--- src/rtl/ctrl.sv ---
// Control unit for a small 8-bit accumulator-less CPU.
// It sequences instruction fetch, decode, operand fetch and data-memory
// access. All outputs are combinational, derived from the state, the
// instruction register and the current inputs.

package ctrl_pkg;

    typedef enum logic [1:0] {
        MEM_NOP   = 2'd0,
        MEM_READ  = 2'd1,
        MEM_WRITE = 2'd2
    } mem_ctrl_op_e;

    typedef enum logic [1:0] {
        ADDR_HOLD = 2'd0,
        ADDR_INC  = 2'd1,
        ADDR_LOAD = 2'd2
    } addr_register_op_e;

    typedef enum logic {
        ADDR_SEL_PC  = 1'b0,
        ADDR_SEL_MAR = 1'b1
    } addr_sel_e;

    typedef enum logic [2:0] {
        ALU_PASS = 3'd0,
        ALU_ADD  = 3'd1,
        ALU_SUB  = 3'd2,
        ALU_AND  = 3'd3,
        ALU_OR   = 3'd4,
        ALU_XOR  = 3'd5,
        ALU_SHL  = 3'd6,
        ALU_SHR  = 3'd7
    } alu_op_e;

    typedef enum logic {
        REGS_HOLD  = 1'b0,
        REGS_WRITE = 1'b1
    } registers_op_e;

    typedef enum logic [1:0] {
        R0 = 2'd0,
        R1 = 2'd1,
        R2 = 2'd2,
        R3 = 2'd3
    } register_sel_e;

    typedef enum logic [1:0] {
        MUX_ALU  = 2'd0,
        MUX_MEM  = 2'd1,
        MUX_REG1 = 2'd2
    } mux_sel_e;

    typedef struct packed {
        logic negative;
        logic carry;
        logic zero;
    } alu_flag_t;

endpackage

module ctrl
    import ctrl_pkg::*;
#(
    parameter int DATA_BUS_WIDTH = 8
) (
    input  logic                      clock,
    input  logic                      reset,
    output mem_ctrl_op_e              mem_ctrl_op,
    output addr_register_op_e         addr_reg_op,
    output addr_sel_e                 addr_sel,
    output alu_op_e                   alu_op,
    output registers_op_e             reg_op,
    output register_sel_e             reg_sel_in,
    output register_sel_e             reg_sel_1,
    output register_sel_e             reg_sel_2,
    output mux_sel_e                  mux_sel,
    input  logic [DATA_BUS_WIDTH-1:0] bus_data_in,
    input  logic                      mem_op_done,
    input  alu_flag_t                 alu_flags
);

    typedef enum logic [2:0] {
        S_FETCH   = 3'd0,
        S_DECODE  = 3'd1,
        S_OPERAND = 3'd2,
        S_MEMORY  = 3'd3,
        S_HALT    = 3'd4
    } state_e;

    typedef enum logic [3:0] {
        I_ALU = 4'd0,
        I_MOV = 4'd1,
        I_LDI = 4'd2,
        I_LD  = 4'd3,
        I_ST  = 4'd4,
        I_LDA = 4'd5,
        I_JMP = 4'd6,
        I_HLT = 4'd7,
        I_NOP = 4'd8
    } instr_e;

    // Classify an opcode byte; anything not matching a defined pattern is a NOP.
    function automatic instr_e decode_instr(input logic [7:0] op);
        instr_e kind;
        kind = I_NOP;
        if (op[7] == 1'b0) begin
            kind = I_ALU;
        end else begin
            case (op[6:4])
                3'b000: kind = I_MOV;
                3'b001: kind = (op[1:0] == 2'b00) ? I_LDI : I_NOP;
                3'b010: kind = I_LD;
                3'b011: kind = I_ST;
                3'b100: kind = (op[3:0] == 4'b0000) ? I_LDA : I_NOP;
                3'b101: kind = (op[1:0] == 2'b00) ? I_JMP : I_NOP;
                3'b111: kind = (op[3:0] == 4'b1111) ? I_HLT : I_NOP;
                default: kind = I_NOP;
            endcase
        end
        return kind;
    endfunction

    // Jump condition: 00 always, 01 zero, 10 carry, 11 negative.
    function automatic logic jump_taken(input logic [1:0] cc, input alu_flag_t flags);
        logic taken;
        case (cc)
            2'b00:   taken = 1'b1;
            2'b01:   taken = flags.zero;
            2'b10:   taken = flags.carry;
            default: taken = flags.negative;
        endcase
        return taken;
    endfunction

    state_e     state_reg, state_next;
    logic [7:0] ir_reg, ir_next;
    // Set during the extra OPERAND cycle of LDA that steps PC past the operand.
    logic       lda_step_reg, lda_step_next;

    instr_e        instr;
    register_sel_e ir_dd;
    register_sel_e ir_ss;

    assign instr = decode_instr(ir_reg);
    assign ir_dd = register_sel_e'(ir_reg[3:2]);
    assign ir_ss = register_sel_e'(ir_reg[1:0]);

    // State, instruction register and LDA sub-step flag.
    always_ff @(posedge clock) begin
        if (reset) begin
            state_reg    <= S_FETCH;
            ir_reg       <= 8'h00;
            lda_step_reg <= 1'b0;
        end else begin
            state_reg    <= state_next;
            ir_reg       <= ir_next;
            lda_step_reg <= lda_step_next;
        end
    end

    // Next-state and output decode; outputs stay idle while reset is high.
    always_comb begin
        mem_ctrl_op   = MEM_NOP;
        addr_reg_op   = ADDR_HOLD;
        addr_sel      = ADDR_SEL_PC;
        alu_op        = ALU_PASS;
        reg_op        = REGS_HOLD;
        reg_sel_in    = R0;
        reg_sel_1     = R0;
        reg_sel_2     = R0;
        mux_sel       = MUX_ALU;
        state_next    = state_reg;
        ir_next       = ir_reg;
        lda_step_next = lda_step_reg;

        if (!reset) begin
            case (state_reg)
                S_FETCH: begin
                    addr_sel    = ADDR_SEL_PC;
                    mem_ctrl_op = MEM_READ;
                    if (mem_op_done) begin
                        ir_next     = bus_data_in[7:0];
                        addr_reg_op = ADDR_INC;
                        state_next  = S_DECODE;
                    end
                end

                S_DECODE: begin
                    case (instr)
                        I_ALU: begin
                            alu_op     = alu_op_e'(ir_reg[6:4]);
                            reg_sel_1  = ir_dd;
                            reg_sel_2  = ir_ss;
                            mux_sel    = MUX_ALU;
                            reg_op     = REGS_WRITE;
                            reg_sel_in = ir_dd;
                            state_next = S_FETCH;
                        end
                        I_MOV: begin
                            reg_sel_1  = ir_ss;
                            mux_sel    = MUX_REG1;
                            reg_op     = REGS_WRITE;
                            reg_sel_in = ir_dd;
                            state_next = S_FETCH;
                        end
                        I_LDI, I_LDA, I_JMP: begin
                            lda_step_next = 1'b0;
                            state_next    = S_OPERAND;
                        end
                        I_LD, I_ST: state_next = S_MEMORY;
                        I_HLT:      state_next = S_HALT;
                        default:    state_next = S_FETCH;
                    endcase
                end

                S_OPERAND: begin
                    addr_sel = ADDR_SEL_PC;
                    if (lda_step_reg) begin
                        // MAR already holds the target; now skip PC over the operand.
                        addr_reg_op   = ADDR_INC;
                        lda_step_next = 1'b0;
                        state_next    = S_FETCH;
                    end else begin
                        mem_ctrl_op = MEM_READ;
                        if (mem_op_done) begin
                            state_next = S_FETCH;
                            case (instr)
                                I_LDI: begin
                                    mux_sel     = MUX_MEM;
                                    reg_op      = REGS_WRITE;
                                    reg_sel_in  = ir_dd;
                                    addr_reg_op = ADDR_INC;
                                end
                                I_LDA: begin
                                    mux_sel       = MUX_MEM;
                                    addr_sel      = ADDR_SEL_MAR;
                                    addr_reg_op   = ADDR_LOAD;
                                    lda_step_next = 1'b1;
                                    state_next    = S_OPERAND;
                                end
                                I_JMP: begin
                                    if (jump_taken(ir_reg[3:2], alu_flags)) begin
                                        mux_sel     = MUX_MEM;
                                        addr_reg_op = ADDR_LOAD;
                                    end else begin
                                        addr_reg_op = ADDR_INC;
                                    end
                                end
                                default: ;
                            endcase
                        end
                    end
                end

                S_MEMORY: begin
                    addr_sel = ADDR_SEL_MAR;
                    if (instr == I_ST) begin
                        mem_ctrl_op = MEM_WRITE;
                        reg_sel_1   = ir_ss;
                        mux_sel     = MUX_REG1;
                    end else begin
                        mem_ctrl_op = MEM_READ;
                        if (mem_op_done) begin
                            mux_sel    = MUX_MEM;
                            reg_op     = REGS_WRITE;
                            reg_sel_in = ir_dd;
                        end
                    end
                    if (mem_op_done) begin
                        state_next = S_FETCH;
                    end
                end

                S_HALT: state_next = S_HALT;

                default: state_next = S_FETCH;
            endcase
        end
    end

endmodule

--- config.mk ---
export PLATFORM = sky130hd
export DESIGN_NAME = ctrl
export DESIGN_NICKNAME = d
export VERILOG_FILES = /design/src/rtl/ctrl.sv
export SDC_FILE = /design/constraint.sdc
export NUM_CORES = 1
export LEC_CHECK = 0
export ABC_AREA = 1
export CORE_AREA = 2 2 51 53
export DETAILED_ROUTE_END_ITERATION = 6
export DIE_AREA = 0 0 53 55
export HOLD_SLACK_MARGIN = 0.1
export PLACE_DENSITY_LB_ADDON = 0.12
export RECOVER_POWER = 100
export SYNTH_ARGS = -nofsm -noshare
export SYNTH_HDL_FRONTEND = slang
export SYNTH_SLANG_ARGS = --single-unit
--- constraint.sdc ---
create_clock -name clock -period 2.1 [get_ports clock]
set_input_delay 0.42 -clock clock [delete_from_list [all_inputs] [get_ports clock]]
set_output_delay 0.42 -clock clock [all_outputs]
set_load 0.01 [all_outputs]
==> impl_metrics.csv <==
group,metric,value,unit
power,power_leakage,1.011,nW
sta,tightest_slew,0.4156,ns
yosys,synth_most_common_cell,"nand2_1",
cts,clk_latency,0.29,ns
yosys,synthTopCellsByArea,"dfxtp_1 (23%), nand2_1 (15%), inv_1 (8.6%), nor2_1 (7.5%), a21oi_1 (6.7%)",
floorplanning,rows,18,
floorplanning,die_area,2915,um^2
route,drtPass1Iterations,5,
yosys,async_reset_ff_share,0,%
setup_path,crit_path_end_kind,"output port",
cts,htree_levels,1,
cells_and_area,final_nets,278,
yosys,netlist_instances,183,
cells_and_area,multi_input_area,903.4,um^2
sta,fin_ws,-0.2930,ns
route,num_vias,1600,
status,status,"complete, but fails checks",
floorplanning,ios,31,
floorplanning,fp.dieH,55,um
yosys,ys.warnings.count,0,
global_routing,grt_usage,28.92,%
setup_path,critical_path_class,"flop to output port",
setup_path,path_max_fanout,4,
cells_and_area,fin_area,1996,um^2
cells_and_area,fill_cells,142,
power,powerDensity,449.8,nW/um^2
sta,period_needed,2.393,ns
cts,cts_num_sinks,12,
route,drcViolationCount,0,
yosys,synth_area,1047,um^2
sta,skew,0.008162,ns
setup_path,start_kind,"flop",
route,antenna_left,0,
cells_and_area,drive_gt1_share,53.99,%
placed_design,place_inst,277,
placed_design,dpl-instance-area,1657,um^2
sta,timing.fmax,417.9,MHz
floorplanning,die_x,53,um
cts,clk_path_buf_depth,2,
sta,fin_tns_setup,-3.046,ns
route,wl_per_cell,15.36,um
global_routing,antenna_found_initial,0,
yosys,syn_avg_cell_area,5.723,um^2
worst_hold_path,hp-class,"flop to flop",
floorplanning,start_util,44.29,%
yosys,ys_seq_area_share,22.94,%
setup_path,crit_required,1.68,ns
cts,cts_tree,"yes",
yosys,yosys_register_bits,12,
power,vdd_ir_drop_max,0.5517,mV
global_routing,grt_max_degree,17,
yosys,synth.top_cell.area_share,22.94,%
global_routing,grt_pass1_vias,1433,
cells_and_area,largest_reg_flops,8,
yosys,syn_nets,197,
global_routing,grt_pass1_wl,6127,um
yosys,yosys-top-cells-count,"nand2_1 (41), inv_1 (24), nor2_1 (21)",
cells_and_area,area_delta_synth_final,90.56,%
route,drt_iter0_markers,63,
cells_and_area,num_antenna_cells,0,
placed_design,dp_hpwl,2763,um
cts,clk_pin_slew,0.09,ns
sta,setup_viol,12,
placed_design,io_buffers,30,
yosys,yosys.area.top_type,"dfxtp_1",
cells_and_area,ff_latch_area,264.0,um^2
sta,slew_headroom,72.08,%
floorplanning,core-area,2365,um^2
route,viasPerCell,5.461,
run,cap_violations,0,
cts,cts_buffers,3,
sta,rsz0062_at_grt,"yes",
global_routing,grt_overflow,0,
cells_and_area,stdcell_count,293,
power,p_total,897.7,uW
route,drt_wl_total,4500,um
placed_design,place_congestion,0.8890,
yosys,ys_types,28,
yosys,ys.flop_type,"dfxtp_1",
cts,cts_root_buffer,"clkbuf_4",
sta,finalHoldViolCount,0,
setup_path,crit_arrival,1.97,ns
sta,slew_violations,0,
status,violations,"setup timing",
sta,fin_crit_sh,114.0,%
yosys,synth_edf_count,0,
-- repair_timing --
action | 4_1_cts | 5_1_grt
pin swaps | 19 | 18
hold buffers | 0 | 0
buffers inserted | 11 | 2
endpoints found under the setup margin | 17 | 17
gates resized for setup | 110 | 42
-- critical path, cell delays in order (launching register included) --
cell	delay, ns
dfxtp_4	0.37
nor2_4	0.14
nand2_4	0.08
nor2_4	0.11
buf_6	0.11
nor2_4	0.04
nor2_2	0.12
nand2_1	0.07
nor2_2	0.09
nand2_2	0.11
nand4_1	0.12
nand2_2	0.09
nor2_2	0.09
buf_2	0.13
-- metal layers --
| layer | up-vias | wire [um] | global-route usage (%) |
|---|---|---|---|
| met5 | - | 0 | 0 |
| met4 | 0 | 95 | 9.829 |
| met3 | 13 | 290 | 2.688 |
| met2 | 74 | 2315 | 53.54 |
| met1 | 758 | 1799 | 35.13 |
| li1 | 755 | - | - |
-- cells by family (layout without fill, tap and decap cells) --
family                 after synthesis  count (layout)  share of synthesized area [%]
AOI/OAI and AO/OA                   31              31                          16.13
buffers and inverters               34             114                          12.42
DFF                                 12              12                          22.94
and+or+nand+nor                    106             106                          48.51
-- area by class of cell --
type | instances | share of cell area [%]
Timing Repair Buffer | 81 | 32.10
Clock buffer | 4 | 1.818
Tap cell | 30 | 1.881
Inverter | 29 | 5.705
Sequential cell | 12 | 13.23
Multi-Input combinational cell | 137 | 45.27
-- placed cells by master (no fill, tap or decap), types with 10 or more instances in the layout --
master and n:
a21oi_1 11, buf_4 46, nor2_4 11, nand3_1 12, buf_2 13, nand2_1 25, inv_1 20, nor2_1 10
clkdlybuf4s50_1 13, nand2_2 14
-- report_power, final --
group / internal [mW] / leakage (nW) / switching, mW
logic: 0.189 / 0.887 / 0.228
registers: 0.249 / 0.103 / 0.0297
clock network: 0.106 / 0.0210 / 0.0968
-- per-stage QoR --
| step | hold slack, ns | util [%] | setup slack [ns] |
|---|---|---|---|
| finish | 0.5858 | 84.39 | -0.2930 |
| global route | 0.5864 | 84.39 | -0.3883 |
| CTS | 0.5755 | 77.72 | -0.2930 |
| detailed placement | 0.5633 | 70.05 | -0.4554 |
| global placement | 0.5295 | 70.05 | -0.4283 |
| floorplan | 0.4897 | - | 0.2940 |
-- final timing paths --
check                    start       endpoint  slack (ns)  cells past startpoint
hold reg to reg   lda_step_reg   lda_step_reg        0.59                      2
hold / removal    lda_step_reg   lda_step_reg        0.59                      2
setup / recovery     ir_reg[0]  reg_sel_in[0]       -0.29                     13
setup reg to reg     ir_reg[0]   state_reg[1]        0.18                     14
Note: power is estimated with default switching activity, not from simulation.
